$ cat config.mk
export PLATFORM = sky130hd
export DESIGN_NAME = keypad_scanner_flat
export DESIGN_NICKNAME = d
export VERILOG_FILES = /design/src/rtl/keypad_pkg.sv /design/src/rtl/keypad_scanner_if.sv /design/src/rtl/col_sync.sv /design/src/rtl/keypad_scanner.sv /design/src/flat_wrapper.sv
export SDC_FILE = /design/constraint.sdc
export NUM_CORES = 1
export LEC_CHECK = 0
export CAP_MARGIN = 20
export CORE_ASPECT_RATIO = 0.7
export CORE_MARGIN = 5
export CORE_UTILIZATION = 50
export CTS_CLUSTER_SIZE = 20
export DETAILED_ROUTE_END_ITERATION = 7
export PLACE_DENSITY_LB_ADDON = 0.12
export SETUP_SLACK_MARGIN = 0.5
export SLEW_MARGIN = 10
export SYNTH_ARGS = -nofsm -noshare
export SYNTH_HDL_FRONTEND = slang
export SYNTH_SLANG_ARGS = --single-unit
$ cat constraint.sdc
create_clock -name clk -period 4.85 [get_ports clk]
set_input_delay 1.455 -clock clk [delete_from_list [all_inputs] [get_ports clk]]
set_output_delay 1.455 -clock clk [all_outputs]
set_load 0.1 [all_outputs]
$ cat src/rtl/keypad_pkg.sv
// Shared types and constants for the 4x4 keypad scanner.
package keypad_pkg;

  typedef enum logic [1:0] {
    SCAN,
    CONFIRM,
    REPORT,
    WAIT_RELEASE
  } state_e;

  localparam int unsigned KEY_CODE_W = 4;
  localparam int unsigned DEF_ROWS   = 4;
  localparam int unsigned DEF_COLS   = 4;
  localparam int unsigned MAX_LINES  = 16;

  // Active-low one-hot row pattern; callers truncate to their row count.
  function automatic logic [MAX_LINES-1:0] row_onehot_n(input logic [3:0] idx);
    return ~(MAX_LINES'(1) << idx);
  endfunction

endpackage

$ cat src/rtl/keypad_scanner_if.sv
// Key code delivery channel: valid/ready handshake from scanner to consumer.
interface keypad_scanner_if;
  import keypad_pkg::*;

  logic [KEY_CODE_W-1:0] key_code;
  logic                  key_valid;
  logic                  key_ready;

  modport master (output key_code, output key_valid, input key_ready);
  modport slave  (input key_code, input key_valid, output key_ready);

endinterface

$ cat src/rtl/col_sync.sv
// Two-flop synchronizer for the asynchronous column sense lines.
// Resets to all-ones so the idle (released) state is seen during reset.
module col_sync #(
  parameter int unsigned W = 4
) (
  input  logic         clk,
  input  logic         rst,
  input  logic [W-1:0] d,
  output logic [W-1:0] q
);

  logic [W-1:0] meta;

  // Two-stage capture into the clk domain.
  always_ff @(posedge clk or posedge rst) begin
    if (rst) begin
      meta <= '1;
      q    <= '1;
    end else begin
      meta <= d;
      q    <= meta;
    end
  end

endmodule

$ cat src/rtl/keypad_scanner.sv
// Matrix keypad scanner: drives active-low rows, confirms a press with a
// second sample, reports row*COLS+col over a valid/ready channel, and waits
// for a qualified release before scanning on.
// Build option: define KEYPAD_REPEAT_EN to re-report a key that stays held
// for REPEAT_TICKS cycles while waiting for release.
module keypad_scanner
  import keypad_pkg::*;
#(
  parameter int unsigned ROWS         = DEF_ROWS,
  parameter int unsigned COLS         = DEF_COLS,
  parameter int unsigned SCAN_TICKS   = 27000,
  parameter int unsigned REPEAT_TICKS = 2700000
) (
  input  logic                    clk,
  input  logic                    rst,
  input  logic [COLS-1:0]         col_in,
  output logic [ROWS-1:0]         row_out,
  output logic [$clog2(ROWS)-1:0] scan_row,
  keypad_scanner_if.master        kbus
);

  localparam int unsigned ROW_W = $clog2(ROWS);
  localparam int unsigned COL_W = $clog2(COLS);
  localparam int unsigned MAX_T = (SCAN_TICKS > REPEAT_TICKS) ? SCAN_TICKS : REPEAT_TICKS;
  localparam int unsigned CNT_W = $clog2(MAX_T + 1);

  state_e                state;
  logic [ROW_W-1:0]      r;
  logic [COL_W-1:0]      col;
  logic [CNT_W-1:0]      cnt;
  logic [KEY_CODE_W-1:0] key_code;
  logic                  key_valid;
`ifdef KEYPAD_REPEAT_EN
  logic [CNT_W-1:0]      rpt_cnt;
`endif

  logic [COLS-1:0]       col_s;
  logic [COL_W-1:0]      col_low_c;
  logic [ROW_W-1:0]      next_row_c;
  logic                  tick_c;
  logic                  all_high_c;

  col_sync #(.W(COLS)) u_col_sync (
    .clk (clk),
    .rst (rst),
    .d   (col_in),
    .q   (col_s)
  );

  // Lowest-index low column wins when several keys in a row are down.
  always_comb begin
    col_low_c = '0;
    for (int i = int'(COLS) - 1; i >= 0; i--) begin
      if (!col_s[i]) col_low_c = COL_W'(i);
    end
  end

  assign tick_c     = (cnt == CNT_W'(SCAN_TICKS - 1));
  assign all_high_c = &col_s;
  assign next_row_c = (r == ROW_W'(ROWS - 1)) ? '0 : r + ROW_W'(1);

  // Row strobe is a pure decode of the registered row index.
  assign row_out  = ROWS'(row_onehot_n(4'(r)));
  assign scan_row = r;

  assign kbus.key_code  = key_code;
  assign kbus.key_valid = key_valid;

  // Scan / confirm / report / release-qualify state machine.
  always_ff @(posedge clk or posedge rst) begin
    if (rst) begin
      state     <= SCAN;
      r         <= '0;
      col       <= '0;
      cnt       <= '0;
      key_code  <= '0;
      key_valid <= 1'b0;
`ifdef KEYPAD_REPEAT_EN
      rpt_cnt   <= '0;
`endif
    end else begin
      case (state)
        SCAN: begin
          if (tick_c) begin
            cnt <= '0;
            if (all_high_c) begin
              r <= next_row_c;
            end else begin
              col   <= col_low_c;
              state <= CONFIRM;
            end
          end else begin
            cnt <= cnt + CNT_W'(1);
          end
        end

        CONFIRM: begin
          if (tick_c) begin
            cnt <= '0;
            if (!col_s[col]) begin
              key_code  <= KEY_CODE_W'(r) * KEY_CODE_W'(COLS) + KEY_CODE_W'(col);
              key_valid <= 1'b1;
              state     <= REPORT;
            end else begin
              r     <= next_row_c;
              state <= SCAN;
            end
          end else begin
            cnt <= cnt + CNT_W'(1);
          end
        end

        REPORT: begin
          if (key_valid && kbus.key_ready) begin
            key_valid <= 1'b0;
            cnt       <= '0;
            state     <= WAIT_RELEASE;
`ifdef KEYPAD_REPEAT_EN
            rpt_cnt   <= '0;
`endif
          end
        end

        WAIT_RELEASE: begin
          // Release needs SCAN_TICKS consecutive all-high samples.
          if (!all_high_c) begin
            cnt <= '0;
          end else if (tick_c) begin
            cnt   <= '0;
            r     <= next_row_c;
            state <= SCAN;
          end else begin
            cnt <= cnt + CNT_W'(1);
          end
`ifdef KEYPAD_REPEAT_EN
          // Held key re-reports the same code after REPEAT_TICKS low cycles.
          if (!col_s[col]) begin
            if (rpt_cnt == CNT_W'(REPEAT_TICKS - 1)) begin
              rpt_cnt   <= '0;
              key_valid <= 1'b1;
              state     <= REPORT;
            end else begin
              rpt_cnt <= rpt_cnt + CNT_W'(1);
            end
          end else begin
            rpt_cnt <= '0;
          end
`endif
        end

        default: state <= SCAN;
      endcase
    end
  end

endmodule

$ cat src/flat_wrapper.sv
// flat-port wrapper written by rule: the top's interface ports become plain ports
module keypad_scanner_flat import keypad_pkg::*;
#(
  parameter int unsigned ROWS         = DEF_ROWS,
  parameter int unsigned COLS         = DEF_COLS,
  parameter int unsigned SCAN_TICKS   = 27000,
  parameter int unsigned REPEAT_TICKS = 2700000
)
  (clk, rst, col_in, row_out, scan_row, kbus_key_code, kbus_key_valid, kbus_key_ready);
  keypad_scanner_if kbus_i ();
  input  logic clk;
  input  logic rst;
  input  logic [COLS-1:0] col_in;
  output logic [ROWS-1:0] row_out;
  output logic [$clog2(ROWS)-1:0] scan_row;
  output wire logic [$bits(kbus_i.key_code)-1:0] kbus_key_code;
  output wire logic [$bits(kbus_i.key_valid)-1:0] kbus_key_valid;
  input wire logic [$bits(kbus_i.key_ready)-1:0] kbus_key_ready;
  assign kbus_key_code = kbus_i.key_code;
  assign kbus_key_valid = kbus_i.key_valid;
  assign kbus_i.key_ready = kbus_key_ready;
  keypad_scanner #(.ROWS(ROWS), .COLS(COLS), .SCAN_TICKS(SCAN_TICKS), .REPEAT_TICKS(REPEAT_TICKS)) u_core (.clk(clk), .rst(rst), .col_in(col_in), .row_out(row_out), .scan_row(scan_row), .kbus(kbus_i));
endmodule
Yosys cells after proc, flatten, opt, wreduce, memory -nomap -nowiden
Index checks and enable logic that the tools add are counted.
- bits in registers: 41
- input port bits: 7
- output and inout port bits: 11
- word-level logic and storage cells: 71
- $add $sub $neg: 3
- magnitude comparators: 1
- equality and inequality tests: 14
- shift-type cells: 1
- muxes and demuxes: 30
- bitwise operators: 3
- reductions and logical operators: 11
- operators with widths (cell ; number):
    $mux 22 ; 3
    $pmux 22 s3 ; 1
    $mux 2 ; 18
    $add 22x1->22 const B ; 1
    $eq 22x15->1 const B ; 1
    $ne 2x1->1 const B ; 7
    $pmux 2 s4 ; 1
    $reduce_and 4->1 ; 2
    $reduce_and 7->1 ; 1
    $eq 2x2->1 const B ; 3
    $pmux 2 s3 ; 1
    $reduce_and 3->1 ; 2
    $reduce_and 6->1 ; 1
    $add 4x2->4 ; 1
    $mux 1 ; 4
    $ne 2x2->1 const B ; 2
    $not 4->4 ; 1
    $shl 1x2->4 const A ; 1
    $lt 2x3->1 const B ; 1
    $reduce_bool 3->1 ; 1
    $add 2x1->2 const B ; 1
    $bmux 1 s2 ; 1
    $eq 2x1->1 const B ; 1
    $logic_not 2->1 ; 1
    5 further kinds ; 6

Logic depth before layout (Yosys ltp)
Gate-level depths: netlist (run 1).
- word-level depth: 5
- gate-level depth with buffers: 8
- mapped depth without buffers: 6

Cells and area by module
A second synthesis (run 1) with hierarchy kept.
- cell total of the unflattened synthesis: 208
- area, all modules: 2045.7 µm²
- modules (own cells, without submodules) (module ; instances ; cells each ; area each (µm²) ; sequential area each (µm²)):
    keypad_scanner ; 1 ; 199 ; 1831.8 ; 825.8
    col_sync ; 1 ; 9 ; 214.0 ; 210.2

Worst setup path before layout (run 1)
No wires, ideal clock.
- path type: register -> output
- start: register u_core.r[0] (netlist: u_core.scan_row[0])
- end: output row_out[2]
- data arrival time: 1.951 ns
- path slack: 1.444 ns
- cell stages (with the launch flop): 4
- cell sequence: dfrtp_1 -> inv_1 -> ha_1 -> inv_1
- longest elaborated chain between the ends: 2
- RTL lines (item ; RTL line ; RTL):
    start: declaration ; keypad_scanner.sv:28 ; logic [ROW_W-1:0] r;
    start signal: assignment ; keypad_scanner.sv:87 ; r <= next_row_c;
    start signal: assignment ; keypad_scanner.sv:105 ; r <= next_row_c;
    start signal: assignment ; keypad_scanner.sv:130 ; r <= next_row_c;
    $shl 1x2->4 ; keypad_pkg.sv:18 ; return ~(MAX_LINES'(1) << idx);
    $not 4->4 ; keypad_pkg.sv:18 ;
    end: declaration ; flat_wrapper.sv:14 ; output logic [ROWS-1:0] row_out;
Every way passes these cells.

Final worst setup path (run 1)
Same ends and word-level chain as after synthesis.

==> results of run 1 <==
per-stage QoR:
stage                     worst slack, ns  instances  cell area, um2  total power [uW]  hold slack [ns]
after floorplan                     1.444        215            2138             363.5           0.3452
after global placement              1.464        276            2344             371.4           0.3453
after detailed placement            1.382        277            2351             372.3           0.3468
after CTS                           1.176        285            2442             600.0           0.3598
after global routing                1.096        285            2442             619.1           0.3635
final                               1.189        285            2442             595.2           0.3590
cell type report:
| cell class | instances | area (um2) |
|---|---|---|
| sequential | 41 | 1036 |
| timing repair buffer | 19 | 185.2 |
| clock buffer | 5 | 68.82 |
| clock inverter | 3 | 22.52 |
| tap | 52 | 65.06 |
| multi-input combinational | 154 | 1023 |
| inverter | 11 | 41.29 |
| fill | 342 | 1575 |
per-layer routing:
metal	GRT usage, %	routed length, um
met1	24.98	2115
met2	26.77	2084
met3	4.937	358
met4	6.792	72
met5	0	0
power groups by stage:
stage | Sequential [uW] | Clock (uW) | Combinational, uW
floorplan | 355 | 0 | 8.02
finish | 349 | 230 | 15.6
CTS | 349 | 234 | 16.5
detailed placement | 356 | 0 | 16.3
global route | 350 | 251 | 18.1
global placement | 356 | 0 | 15.6
worst register-to-register path: stages (launching register included):
cell      delay [ns]
dfrtp_1         0.44
ha_1            0.24
nor4bb_1        0.29
nand4_1         0.16
or4_1           0.59
a21oi_1         0.82
a21oi_1         0.12
cell families after synthesis:
logic type                 after synthesis  share of synthesized area, %
muxes                                    9                         5.207
adders and majority gates                6                         3.511
and+or+nand+nor                         95                         24.58
DFF                                     41                         48.45
xor gates and xnor gates                 9                         3.687
AOI/OAI and AO/OA                       35                         10.88
buffers and inverters                   20                         3.686
layout by cell type (no fill, tap or decap), types with 4 or more instances in the layout:
master / instances
clkdlybuf4s50_1: 17
clkbuf_8: 5
nand3_1: 8
a21oi_1: 6
ha_1: 6
nor2_1: 23
dfrtp_1: 33
nand2_1: 15
o21ai_0: 12
xor2_1: 8
nor4_1: 5
inv_1: 11
mux2_2: 5
and3_1: 4
dfstp_2: 8
nor3_1: 9
nand4_1: 11
sequential cells by signal, summed over array words and instances (netlist names), named ones only:
register,flops
u_core.kbus.key_valid,1
u_core.cnt,22
u_core.u_col_sync.meta,4
u_core.scan_row,2
u_core.col,2
u_core.kbus.key_code,4
u_core.u_col_sync.q,4
u_core.state,1
path summary, 6_finish.rpt:
check                                                    start                               end  slack [ns]  cells past startpoint
max                             u_core.scan_row[0]$_DFFE_PP0P_                        row_out[2]        1.19                      4
min                        u_core.u_col_sync.meta[3]$_DFF_PP1_  u_core.u_col_sync.q[3]$_DFF_PP1_        0.36                      0
max reg2reg                          u_core.cnt[0]$_DFFE_PP0P_        u_core.cnt[19]$_DFFE_PP0P_        2.02                      6
min reg2reg                u_core.u_col_sync.meta[3]$_DFF_PP1_  u_core.u_col_sync.q[3]$_DFF_PP1_        0.36                      0
max in group asynchronous                                  rst  u_core.u_col_sync.q[0]$_DFF_PP1_        2.47                      3
min in group asynchronous                                  rst         u_core.cnt[9]$_DFFE_PP0P_        1.55                      2
==> results.md, run 1 <==
* Worst-Skew Late Latency at 0.31 ns
* GPL Wtd Cong at 0.9196
* Distinct cell type count after synthesis at 44
* Yosys top cell by area: dfrtp_1
* Die Wd at 88.16 um
* Post-CTS Setup Inserts at 0
* First-pass GRT wire length at 7.859 mm
* Hold buffer count at CTS at 0
* Post-CTS Resized at 0
* Die H at 64.72 um
* Leakage power at 0.001080 uW
* Port bufs at 17
* Syn Area/Cell at 9.946 um2
* Hold Fails Final Rpt at 0
* Final ANT Viol Nets at 0
* Final #Nets at 245
* Synth cell count leaders: dfrtp_1 (33), nor2_1 (23), nand2_1 (15)
* Vias at 1726
* WL final at 4.629 mm
* Clk sinks at 41
* Setup violations, final at 0
* Netlist Area Pre-Place at 2138 um2
* Maximum clock rate at 273.1 MHz
* Max Slew Vio Count at 0
* Slew headroom at 33.78%
* Cts bufs inserted at 5
* Core area at 4018 um2
* Clock Skew at 0.008230 ns
* Share of layout cells above drive strength 1 at 12.02%
* CTS H-Tree Depth at 2
* Initial antenna violation count at 0
* Post-synth EDFFs at 0
* Fin util at 60.79%
* Crit end category: primary output
* Hold Path Class: reg -> reg
* First drt pass iteration count at 4
* Clock buffer depth at 2
* Period minus WS final at 3.661 ns
* Number of global-route vias before repair at 1633
* Crit-path slowest cell: clkdlybuf4s50_1
* Maxcap violations at 0
* DR iter-0 viols at 163
* Gate power share at 2.6%
* Synthesis-stage register bit count at 41
* ANT cells at 0
* Peak VDD IR at 0.1576 mV
* P&R area growth vs syn at 14.22%
* Syn nets at 228
* Critical setup path kind: reg -> out
* GR Overflow Total at 0
* IO Pins at 18
* Critical path buffers and inverters at 3
* Top post-synthesis cells by area: dfrtp_1 (39%), dfstp_2 (9.8%), nor2_1 (4.0%)
* Actual slew at the worst max-slew pin at 0.9902 ns
* Initial Util at 53.22%
* Worst-path cell chain: inv_1, ha_1, inv_1, clkdlybuf4s50_1
* Critical Path Max Stage Delay at 1.12 ns
* Largest net degree at the start of global routing at 25
* Clock slew at reported path FFs at 0.08 ns
* RSZ-0062 raised after global routing: false
* Gate count of the mapped netlist at 215
* Hpwl dp at 3.361 mm
* Sequential cell fraction of total power at 58.7%
* DR vias/cell at 6.056
* Sw frac at 23.38%
* Post-route DRC violation count at 0
* All-Layer GR Usage at 17.95%
* Most common flop cell mapped by yosys: dfrtp_1
* Die area at 5705 um2
* Count leader, synth: dfrtp_1
* Type of origin of the critical path: flip-flop
* Worst-path fanout max at 7
* Drt wl/cell at 16.24 um
* CTS tree: done
* Int Power at 456.0 uW
* Async SR Flop Fraction at 100.0%
* Sequential area share after synthesis at 48.45%
* Setup_tns at 0 ns
* YS warnings at 0
* Status: finished, final reports clean
* Clock network power share at 38.7%
* CTS Root Cell: clkbuf_8
* Worst Path Arrival at 2.21 ns
* Top cell type's share of synthesized area at 38.62%
* CP delay by family, top: buffers and inverters
* WP data required at 3.39 ns
* Tcrit/Tclk final at 75.49%
* P per Cell Area at 243.7 nW/um2
* FP Rows at 19
* Most frequent CP cell: inv_1
* Psw at 139.2 uW
(Power assumes the default switching activity.)
==> inputs of run 2 (changes only) <==
==> constraint.sdc (replaced) <==
create_clock -name clk -period 3.8 [get_ports clk]
set_input_delay 1.14 -clock clk [delete_from_list [all_inputs] [get_ports clk]]
set_output_delay 1.14 -clock clk [all_outputs]
set_load 0.1 [all_outputs]
==> results.md, run 2 (synthesized netlist as in run 1, its figures left out) <==
* GR Overflow Total at 0
* Final #Nets at 248
* Maxcap violations at 0
* Die H at 64.72 um
* Clock buffer depth at 2
* FP Rows at 19
* Leakage power at 0.001116 uW
* Clock Skew at 0.007335 ns
* Max reg flops at 22
* WL final at 4.604 mm
* Hold buffer count at CTS at 0
* First-pass GRT wire length at 7.900 mm
* DR vias/cell at 5.806
* Initial Util at 53.22%
* Vias at 1672
* P per Cell Area at 318.9 nW/um2
* Routing usage on met2 at 25.56%
* Clock slew at reported path FFs at 0.08 ns
* Finished Layout Cells at 288
* Largest net degree at the start of global routing at 42
* Die Wd at 88.16 um
* Worst-path cell chain: ha_1, nor4bb_1, nand4_1, or4_1, nor4_4, mux2_1
* Core area at 4018 um2
* Worst Path Arrival at 2.76 ns
* Biggest register: u_core.cnt
* Share of layout cells above drive strength 1 at 17.80%
* Busiest layer in global routing: met1
* Status: finished, final reports clean
* Crit end category: flip-flop
* Max Slew Vio Count at 0
* Setup_tns at 0 ns
* Post-route DRC violation count at 0
* Actual slew at the worst max-slew pin at 0.6485 ns
* CTS Root Cell: clkbuf_8
* Period minus WS final at 2.583 ns
* Met3 Track Usage GR at 5.696%
* Type of origin of the critical path: flip-flop
* Number of global-route vias before repair at 1568
* Initial antenna violation count at 0
* Final ANT Viol Nets at 0
* All-Layer GR Usage at 17.87%
* Post-CTS Resized at 0
* Post-CTS Setup Inserts at 0
* First drt pass iteration count at 4
* Slew headroom at 56.37%
* Commonest non-fill, non-tap cell in the layout: dfrtp_1
* Worst-path fanout max at 7
* CTS H-Tree Depth at 2
* # fillers at 342
* Drt wl/cell at 15.99 um
* Peak VDD IR at 0.2402 mV
* CTS tree: done
* Port bufs at 17
* DP Cell Count at 280
* Critical Path Max Stage Delay at 0.58 ns
* Die area at 5705 um2
* Commonest non-fill, non-tap cells in the layout: dfrtp_1 (33), nor2_1 (23), buf_4 (16), nand2_1 (15), o21ai_0 (12)
* Cts bufs inserted at 5
* Hold Fails Final Rpt at 0
* DR iter-0 viols at 133
* P&R area growth vs syn at 14.45%
* Worst-Skew Late Latency at 0.30 ns
* RSZ-0062 raised after global routing: false
* Hpwl dp at 3.408 mm
* GPL Wtd Cong at 0.9170
* Tcrit/Tclk final at 67.98%
* IO Pins at 18
* Maximum clock rate at 387.1 MHz
* GR Util met1 at 27.02%
* ANT cells at 0
* Setup violations, final at 0
* Crit-path slowest cell: or4_1
* Critical setup path kind: reg -> reg
* WP data required at 3.98 ns
* Hold Path Class: reg -> reg
* Clk sinks at 41
[run 2: cell types whose count changed in the layout (fill, tap and decap cells not counted), sizes merged]
cell,delta
clkbuf,+2
buf,+14
clkinv,-2
clkdlybuf4s50,-11
[run 2: path summary, 6_finish.rpt]
check / from / end / slack, ns / cells past startpoint
setup reg to reg: u_core.cnt[0]$_DFFE_PP0P_ / u_core.kbus.key_code[0]$_DFFE_PP0P_ / 1.22 / 6
max in group asynchronous: rst / u_core.u_col_sync.q[1]$_DFF_PP1_ / 2.17 / 3
hold reg to reg: u_core.u_col_sync.meta[2]$_DFF_PP1_ / u_core.u_col_sync.q[2]$_DFF_PP1_ / 0.36 / 0
hold / removal: u_core.u_col_sync.meta[2]$_DFF_PP1_ / u_core.u_col_sync.q[2]$_DFF_PP1_ / 0.36 / 0
min in group asynchronous: rst / u_core.cnt[8]$_DFFE_PP0P_ / 1.27 / 3
setup / recovery: u_core.cnt[0]$_DFFE_PP0P_ / u_core.kbus.key_code[0]$_DFFE_PP0P_ / 1.22 / 6
[run 2: report_power, final]
part / leakage [uW] / internal (uW) / switching, uW
combinational: 0.000547 / 8.10 / 11.6
sequential: 0.000515 / 444 / 2.24
clock: 0.0000542 / 164 / 151
[run 2: area by class of cell]
class / instances / area (um2) / share of cell area, %
Clock buffer: 7 / 96.34 / 3.937
Clock inverter: 1 / 5.005 / 0.2045
Inverter: 11 / 41.29 / 1.687
Multi-Input combinational cell: 154 / 1023 / 41.82
Sequential cell: 41 / 1036 / 42.33
Tap cell: 52 / 65.06 / 2.658
Timing Repair Buffer: 22 / 180.2 / 7.362
[run 2: layer usage]
| metal | part of all wire [%] | up-vias |
|---|---|---|
| met5 | 0 | - |
| met1 | 48 | 813 |
| met2 | 45 | 49 |
| met4 | 0.46 | 0 |
| li1 | - | 806 |
| met3 | 6.3 | 4 |
[run 2: critical path: cells and delay by family (launching register included)]
kind / cells / cell delay, ns
adders and majority gates: 1 / 0.22
and+or+nand+nor: 4 / 1.43
DFF: 1 / 0.43
muxes: 1 / 0.38
[run 2: stage by stage]
step | utilization, % | setup slack, ns | cell area (um2) | hold slack, ns | total power [uW]
after floorplan | - | 0.7086 | 2138 | 0.3452 | 464.0
after global placement | 58.39 | 0.9809 | 2346 | 0.3453 | 473.9
after detailed placement | 58.39 | 0.9094 | 2346 | 0.3468 | 474.8
after CTS | 60.92 | 1.186 | 2447 | 0.3582 | 787.8
after global routing | 60.92 | 1.044 | 2447 | 0.3608 | 816.4
final | 60.92 | 1.217 | 2447 | 0.3572 | 780.4
==> inputs of run 3 (changes only) <==
==> constraint.sdc (replaced) <==
create_clock -name clk -period 2.2 [get_ports clk]
set_input_delay 0.66 -clock clk [delete_from_list [all_inputs] [get_ports clk]]
set_output_delay 0.66 -clock clk [all_outputs]
set_load 0.1 [all_outputs]
==> results.md, run 3 (synthesized netlist as in run 1, its figures left out) <==
* Setup violations, final at 0
* Commonest non-fill, non-tap cells in the layout: buf_4 (35), dfrtp_1 (30), nor2_1 (22), nand2_1 (15), nand4_1 (11)
* Post-route DRC violation count at 0
* Maxcap violations at 0
* Die area at 5705 um2
* CTS H-Tree Depth at 2
* P&R area growth vs syn at 41.37%
* Tot Pwr at 1426 uW
* FP Rows at 19
* Dpl ws at -0.1614 ns
* Core area at 4018 um2
* Tcrit/Tclk final at 98.78%
* Clk sinks at 41
* Max reg flops at 22
* Routing usage on met2 at 28.26%
* Peak VDD IR at 0.4074 mV
* Slew headroom at 63.20%
* Maximum clock rate at 460.1 MHz
* Clock slew at reported path FFs at 0.09 ns
* Number of global-route vias before repair at 1749
* DR iter-0 viols at 161
* Hold Path Class: reg -> reg
* GR Util met1 at 29.19%
* Finished Layout Cells at 321
* Final ANT Viol Nets at 0
* WL final at 5.134 mm
* P per Cell Area at 471.8 nW/um2
* Multi-input gate area at 1184 um2
* Die H at 64.72 um
* First-pass GRT wire length at 8.659 mm
* Actual slew at the worst max-slew pin at 0.5520 ns
* Biggest register: u_core.cnt
* RSZ-0062 raised after global routing: true
* CTS Root Cell: clkbuf_8
* Worst-Skew Late Latency at 0.30 ns
* Met3 Track Usage GR at 4.430%
* Final setup margin at 0.02674 ns
* Fin util at 75.24%
* Worst Path Arrival at 2.37 ns
* Leakage power at 0.001335 uW
* Share of layout cells above drive strength 1 at 38.66%
* Drt wl/cell at 15.99 um
* Status: finished, final reports clean
* Initial antenna violation count at 0
* Commonest non-fill, non-tap cell in the layout: buf_4
* GPL Wtd Cong at 0.9449
* Port bufs at 17
* Clock buffer depth at 2
* Type of origin of the critical path: flip-flop
* Die Wd at 88.16 um
* DP Cell Count at 305
* Critical setup path kind: reg -> reg
* Worst-path fanout max at 4
* Hpwl dp at 3.725 mm
* WP data required at 2.39 ns
* Cts bufs inserted at 5
* GR Overflow Total at 0
* First drt pass iteration count at 4
* Max Slew Vio Count at 0
* Hold slack at 0.3595 ns
* Hold Fails Final Rpt at 0
* IO Pins at 18
* Crit end category: flip-flop
* Initial Util at 53.22%
* Clock Skew at 0.01088 ns
* Busiest layer in global routing: met1
* CTS tree: done
* # fillers at 259
* Largest net degree at the start of global routing at 25
* Final #Nets at 281
* Vias at 1854
* ANT cells at 0
* Period minus WS final at 2.173 ns
* FF+latch area at 1047 um2
* DR vias/cell at 5.776
* All-Layer GR Usage at 19.75%
[run 3: worst max-delay path: stages (launching register included)]
cell     delay (ns)
dfrtp_1        0.39
nor4_2         0.27
buf_4          0.15
nand4_1        0.11
or4_4          0.49
buf_4          0.17
nor3_4         0.18
mux2_4         0.32
[run 3: power breakdown]
| group | switching, uW | leakage (uW) | total (uW) | internal [uW] |
|---|---|---|---|---|
| Combinational | 21.0 | 0.000770 | 36.2 | 15.3 |
| Sequential | 4.83 | 0.000511 | 771 | 766 |
| Clock | 279 | 0.0000543 | 619 | 340 |
[run 3: stage by stage]
stage	instance area, um2	TNS (ns)
finish	3023	0
global route	3023	-0.2056
CTS	2928	0
detailed placement	2721	-0.9768
global placement	2721	-0.4339
floorplan	2241	0
[run 3: metal layers]
layer / vias up / share of wire (%)
li1: 878 / -
met1: 899 / 46
met2: 66 / 45
met3: 11 / 7.6
met4: 0 / 1.7
met5: - / 0
[run 3: layout make-up]
class	instances	area share [%]
repair buffers	55	18.21
clock inverters	3	1.531
inverters	11	2.028
multi-input cells	154	39.16
well taps	52	2.152
clock buffers	5	2.276
flip-flops and latches	41	34.64
[run 3: worst paths after layout]
| kind | endpoint | start | slack [ns] | cells after the start |
|---|---|---|---|---|
| worst max-delay path | u_core.col[0]$_DFFE_PP0P_ | u_core.cnt[17]$_DFFE_PP0P_ | 0.03 | 7 |
| worst min-delay path | u_core.u_col_sync.q[3]$_DFF_PP1_ | u_core.u_col_sync.meta[3]$_DFF_PP1_ | 0.36 | 0 |
| worst max register to register | u_core.col[0]$_DFFE_PP0P_ | u_core.cnt[17]$_DFFE_PP0P_ | 0.03 | 7 |
| worst min register to register | u_core.u_col_sync.q[3]$_DFF_PP1_ | u_core.u_col_sync.meta[3]$_DFF_PP1_ | 0.36 | 0 |
| max in group asynchronous | u_core.cnt[17]$_DFFE_PP0P_ | rst | 1.23 | 3 |
| min in group asynchronous | u_core.kbus.key_valid$_DFFE_PP0P_ | rst | 0.69 | 3 |
[run 3: timing repair]
action / CTS / global route
pin swaps: 2 / 5
resized for setup: 12 / 20
endpoints found under the setup margin: 38 / 39
cloned: 1 / 0
hold buffers: 0 / 0
buffers inserted: 4 / 3
